[config.mk]
export PLATFORM = sky130hd
export DESIGN_NAME = sha_ctrl
export DESIGN_NICKNAME = d
export VERILOG_FILES = /design/src/rtl/sha_pkg.sv /design/src/rtl/sha_ctrl.sv
export SDC_FILE = /design/constraint.sdc
export NUM_CORES = 1
export LEC_CHECK = 0
export CAP_MARGIN = 20
export CORE_MARGIN = 3
export CORE_UTILIZATION = 36
export CTS_CLUSTER_DIAMETER = 200
export DETAILED_ROUTE_END_ITERATION = 8
export PLACE_DENSITY = 0.81
export SLEW_MARGIN = 25
export SYNTH_ARGS = -nofsm -noshare
export SYNTH_HDL_FRONTEND = slang
export SYNTH_SLANG_ARGS = --single-unit
[constraint.sdc]
create_clock -name clk -period 2.56 [get_ports clk]
set_clock_uncertainty 0.15 [all_clocks]
set_input_delay 0.512 -clock clk [delete_from_list [all_inputs] [get_ports clk]]
set_output_delay 0.512 -clock clk [all_outputs]
set_load 0.1 [all_outputs]
[src/rtl/sha_pkg.sv]
// Shared SHA-256 controller definitions: FSM states, block geometry and the initial hash value.
package sha_pkg;

    localparam int unsigned ROUNDS_DEFAULT    = 64;
    localparam int unsigned BLK_WORDS_DEFAULT = 16;
    localparam int unsigned ROUND_W           = 6;

    typedef enum logic [1:0] {
        StIdle,
        StLoad,
        StRun,
        StUpdate
    } sha_state_e;

    // H0 occupies the most significant word.
    localparam logic [255:0] IV = {
        32'h6a09e667, 32'hbb67ae85, 32'h3c6ef372, 32'ha54ff53a,
        32'h510e527f, 32'h9b05688c, 32'h1f83d9ab, 32'h5be0cd19
    };

    function automatic logic [31:0] iv_word(input int unsigned idx);
        logic [255:0] iv_v;
        iv_v = IV;
        return iv_v[255 - 32 * idx -: 32];
    endfunction

endpackage

[src/rtl/sha_ctrl.sv]
// SHA-256 block controller: forwards message words to the schedule, sequences the
// compression rounds and pulses hash init/update/digest strobes.
module sha_ctrl
    import sha_pkg::*;
#(
    parameter int unsigned ROUNDS    = ROUNDS_DEFAULT,
    parameter int unsigned BLK_WORDS = BLK_WORDS_DEFAULT
) (
    input  logic               clk,
    input  logic               rst,
    input  logic [31:0]        in_data,
    input  logic               in_valid,
    input  logic               in_first,
    input  logic               in_last,
    output logic               in_ready,
    output logic [31:0]        M_o,
    output logic               M_dv_o,
    input  logic               W_dv_i,
    output logic [ROUND_W-1:0] round_o,
    output logic               round_en_o,
    output logic               hash_init_o,
    output logic               hash_update_o,
    output logic               digest_valid_o,
    output logic               busy_o,
    output logic               err_o
);

    localparam int unsigned WCNT_W = (BLK_WORDS > 1) ? $clog2(BLK_WORDS) : 1;
    localparam logic [WCNT_W-1:0]  LAST_WORD  = WCNT_W'(BLK_WORDS - 1);
    localparam logic [ROUND_W-1:0] LAST_ROUND = ROUND_W'(ROUNDS - 1);

    sha_state_e         state_q, state_d;
    logic [WCNT_W-1:0]  word_cnt_q, word_cnt_d;
    logic [ROUND_W-1:0] round_cnt_q, round_cnt_d;
    logic               last_q, last_d;
    logic               err_q, err_d;
    logic               in_ready_q, in_ready_d;
    logic               busy_q, busy_d;
    logic               hash_update_q, hash_update_d;
    logic               digest_valid_q, digest_valid_d;

    logic accept;
    logic round_en;

    assign accept   = in_valid & in_ready_q;
    assign round_en = W_dv_i & ((state_q == StLoad) | (state_q == StRun));

    always_comb begin
        state_d     = state_q;
        word_cnt_d  = word_cnt_q;
        round_cnt_d = round_cnt_q;
        last_d      = last_q;
        err_d       = err_q;

        unique case (state_q)
            StIdle: begin
                if (W_dv_i) begin
                    err_d = 1'b1;
                end
                if (accept) begin
                    // A missing first flag is flagged but the word still opens a message.
                    if (!in_first) begin
                        err_d = 1'b1;
                    end
                    last_d      = in_last;
                    word_cnt_d  = WCNT_W'(1);
                    round_cnt_d = '0;
                    state_d     = StLoad;
                end
            end
            StLoad, StRun: begin
                if (accept) begin
                    if (word_cnt_q == '0) begin
                        last_d = in_last;
                    end
                    if (word_cnt_q == LAST_WORD) begin
                        word_cnt_d = '0;
                        state_d    = StRun;
                    end else begin
                        word_cnt_d = word_cnt_q + 1'b1;
                    end
                end
                // The final round wins over the load transition.
                if (round_en) begin
                    if (round_cnt_q == LAST_ROUND) begin
                        state_d = StUpdate;
                    end else begin
                        round_cnt_d = round_cnt_q + 1'b1;
                    end
                end
            end
            StUpdate: begin
                if (W_dv_i) begin
                    err_d = 1'b1;
                end
                word_cnt_d  = '0;
                round_cnt_d = '0;
                state_d     = last_q ? StIdle : StLoad;
            end
            default: state_d = StIdle;
        endcase
    end

    // Strobes decoded from the next state so they leave the flops glitch-free.
    always_comb begin
        in_ready_d     = (state_d == StIdle) | (state_d == StLoad);
        busy_d         = (state_d != StIdle);
        hash_update_d  = (state_d == StUpdate);
        digest_valid_d = (state_d == StUpdate) & last_d;
    end

    always_ff @(posedge clk or posedge rst) begin
        if (rst) begin
            state_q        <= StIdle;
            word_cnt_q     <= '0;
            round_cnt_q    <= '0;
            last_q         <= 1'b0;
            err_q          <= 1'b0;
            in_ready_q     <= 1'b0;
            busy_q         <= 1'b0;
            hash_update_q  <= 1'b0;
            digest_valid_q <= 1'b0;
        end else begin
            state_q        <= state_d;
            word_cnt_q     <= word_cnt_d;
            round_cnt_q    <= round_cnt_d;
            last_q         <= last_d;
            err_q          <= err_d;
            in_ready_q     <= in_ready_d;
            busy_q         <= busy_d;
            hash_update_q  <= hash_update_d;
            digest_valid_q <= digest_valid_d;
        end
    end

    assign in_ready       = in_ready_q;
    assign M_o            = in_data;
    assign M_dv_o         = accept;
    assign hash_init_o    = accept & (state_q == StIdle);
    assign round_o        = round_cnt_q;
    assign round_en_o     = round_en;
    assign hash_update_o  = hash_update_q;
    assign digest_valid_o = digest_valid_q;
    assign busy_o         = busy_q;
    assign err_o          = err_q;

endmodule

==> results.md <==
* Mux cell area share after synthesis at 1.59%
* Hold Violations, Final at 0
* Tightest Hold Check Type: register to register
* Routed Antenna Nets at 0
* Initial antenna violation count at 0
* Syn_area_per_cell at 8.92 um2
* Largest family of logic cells by synthesized area: buffers and inverters
* Post-Syn Area at 0.00126 mm2
* Wire per inst at 14.2 um
* Pwr Total at 1390 uW
* Internal power at 673 uW
* Startpoint types: register
* Top cell type's share of synthesized area at 35.8%
* Setup_tns at 0 ns
* Dpl hpwl at 1840 um
* Top cells by area, synth: dfrtp_1 36%, buf_4 19%, ha_1 5.0%
* Post-synthesis simple-gate area fraction at 14.4%
* Pin count of the biggest net entering global routing at 19
* Worst Path Required at 1.90 ns
* Core footprint at 0.00320 mm2
* Slew headroom at 54.6%
* Horiz. Die Dim at 65.1 um
* VDD IR-drop max at 0.566 mV
* Period utilisation layout at 91.8%
* Layout overhead on the synthesized area at 4.88%
* Nets at 176
* Io pins at 84
* Max clock buf depth at 2
* Syn Nets at 184
* WS Path Type: register to output port
* Crit path max fanout at 14
* Final Setup Violations at 0
* CTS Hold Bufs at 0
* H-tree depth at 1
* CTS tree: done
* Leakage at 0.000584 uW
* Vias in the first global route at 890
* Sequential share of power at 30.2%
* Clk sinks at 18
* Final instance area at 0.00132 mm2
* #FFs+latches synth at 18
* Clock share of power at 13.2%
* Combinational share of power at 56.5%
* Worst hold slack at 0.339 ns
* Least-Margin Pin Slew at 0.680 ns
* Grt ovf at 0
* EDFF count, synth at 0
* Share of cells above drive strength 1 at 22.0%
* Post-synthesis cell count at 141
* Clock-pin slew on the worst setup and hold paths at 0.11 ns
* Ys async rst share at 100%
* Routed WL at 2500 um
* Die ar. at 0.00424 mm2
* RSZ-0062 raised after global routing: no
* Initial Util at 39.3%
* Total number of vias at 923
* CTS buffer count at 3
* Synthesized-area fraction occupied by adder cells at 4.98%
* Placer Congestion at 0.863
* Tot GR Track Use at 12.6%
* Ys flop type: dfrtp_1
* DIE HEIGHT at 65.1 um
* Kind of end point of the critical path: output port
* Top cells by count, synth: 32 x buf_4, 18 x dfrtp_1, 12 x inv_1, 12 x nand2_1, 12 x o21ai_0
* Min Tclk post-route at 2.35 ns
* Max Clock Freq at 0.425 GHz
* First-pass GRT wire length at 4140 um
* Pwr dens at 1060 mW/mm2
* Fin. max-slew vios at 0
* Seq/Total Area, Yosys at 35.8%
* Synth warnings at 0
* Most common cell in the netlist: buf_4
* DR vias/cell at 5.24
* # Max-Cap Violations at 0
* Critical path arrival at 1.69 ns
* # DRC at 0
* Synth Area in XOR/XNOR at 0%
* Run status: completed
* Core Rows at 20
* Post-synthesis compound-gate area fraction at 19.5%
* Number of antenna diodes at 0
* Clock latency on the worst-skew pair at 0.30 ns
* DP Area at 0.00128 mm2
* Clock Tree Root: clkbuf_4
* Dominant cell type by area after synthesis: dfrtp_1
* Sw Share at 51.7%
* 1st-pass router iterations at 4
* NetSw at 719 uW
* Cell variety after synth at 36
* Starting DRT DRC Count at 58
* # port buffers at 19
[registers in the layout (all words and copies together) (netlist names)]
name and flops:
in_ready 1, round_o 6, hash_update_o 1, busy_o 1, word_cnt_q 4, err_o 1, state_q 2, digest_valid_o 1
last_q 1
[metrics by stage]
step | std cells | util (%) | worst slack (ns)
3_3_place_gp | 172 | 40.0 | 0.299
5_1_grt | 176 | 41.2 | 0.0862
3_5_place_dp | 172 | 40.0 | 0.241
2_1_floorplan | 141 | - | 0.234
4_1_cts | 176 | 41.1 | 0.0901
6_report | 176 | 41.2 | 0.209
[path summary, 6_finish.rpt]
| path | start | to | slack [ns] | cells past startpoint |
|---|---|---|---|---|
| worst max-delay path | state_q[1] | round_en_o | 0.21 | 4 |
| worst min-delay path | word_cnt_q[3] | word_cnt_q[3] | 0.34 | 1 |
| worst max register to register | state_q[0] | round_o[5] | 0.44 | 6 |
| worst min register to register | word_cnt_q[3] | word_cnt_q[3] | 0.34 | 1 |
| max in group asynchronous | rst | in_ready | 1.35 | 2 |
| min in group asynchronous | rst | err_o | 0.44 | 2 |
[power groups by stage]
| stage | clock network, uW | registers (uW) | logic (uW) |
|---|---|---|---|
| 6_report | 184 | 421 | 787 |
| 5_1_grt | 209 | 433 | 850 |
| 4_1_cts | 189 | 420 | 789 |
| 3_5_place_dp | 0 | 427 | 782 |
| 3_3_place_gp | 0 | 422 | 765 |
| 2_1_floorplan | 0 | 621 | 619 |
[worst max-delay path, stage by stage, from the launching register on]
cell	delay [ns]
dfrtp_1	0.39
inv_1	0.07
ha_2	0.47
and2_1	0.25
buf_12	0.20
[area by class of cell]
class	count	area, um2
clock buffer	4	36.3
fill	343	1880
inverter	13	48.8
multi-input combinational	76	519
sequential	18	452
tap	44	55.1
timing repair buffer	21	208
[layer usage]
layer	vias to the layer above	share of wire [%]	track usage [%]
li1	441	-	-
met1	435	44	15.6
met2	45	47	20.4
met3	2	8.7	4.44
met4	0	0.44	3.89
met5	-	0	0
[cell families after synthesis]
logic type      after synthesis
buf+inv                      47
simple gates                 35
compound gates               34
flops                        18
fa+ha+maj                     5
mux                           2
[layout by cell type, fill, tap and decap left out, drive strengths merged, types with 2 or more instances in the layout]
master          n
or3             2
buf            16
mux2i           2
nand2          12
nand4           2
clkdlybuf4s50   5
dfrtp          18
o21ai          13
o31ai           2
inv            13
nand3           4
a21oi           5
ha              5
a32oi           2
nand2b          2
and3            2
nor2            7
clkbuf          4
o221ai          3
[timing repair]
item,4_1_cts,5_1_grt
endpoints found under the setup margin,0,1
resized for setup,0,1
buffers inserted,0,0
Note: power is estimated with default switching activity, not from simulation.
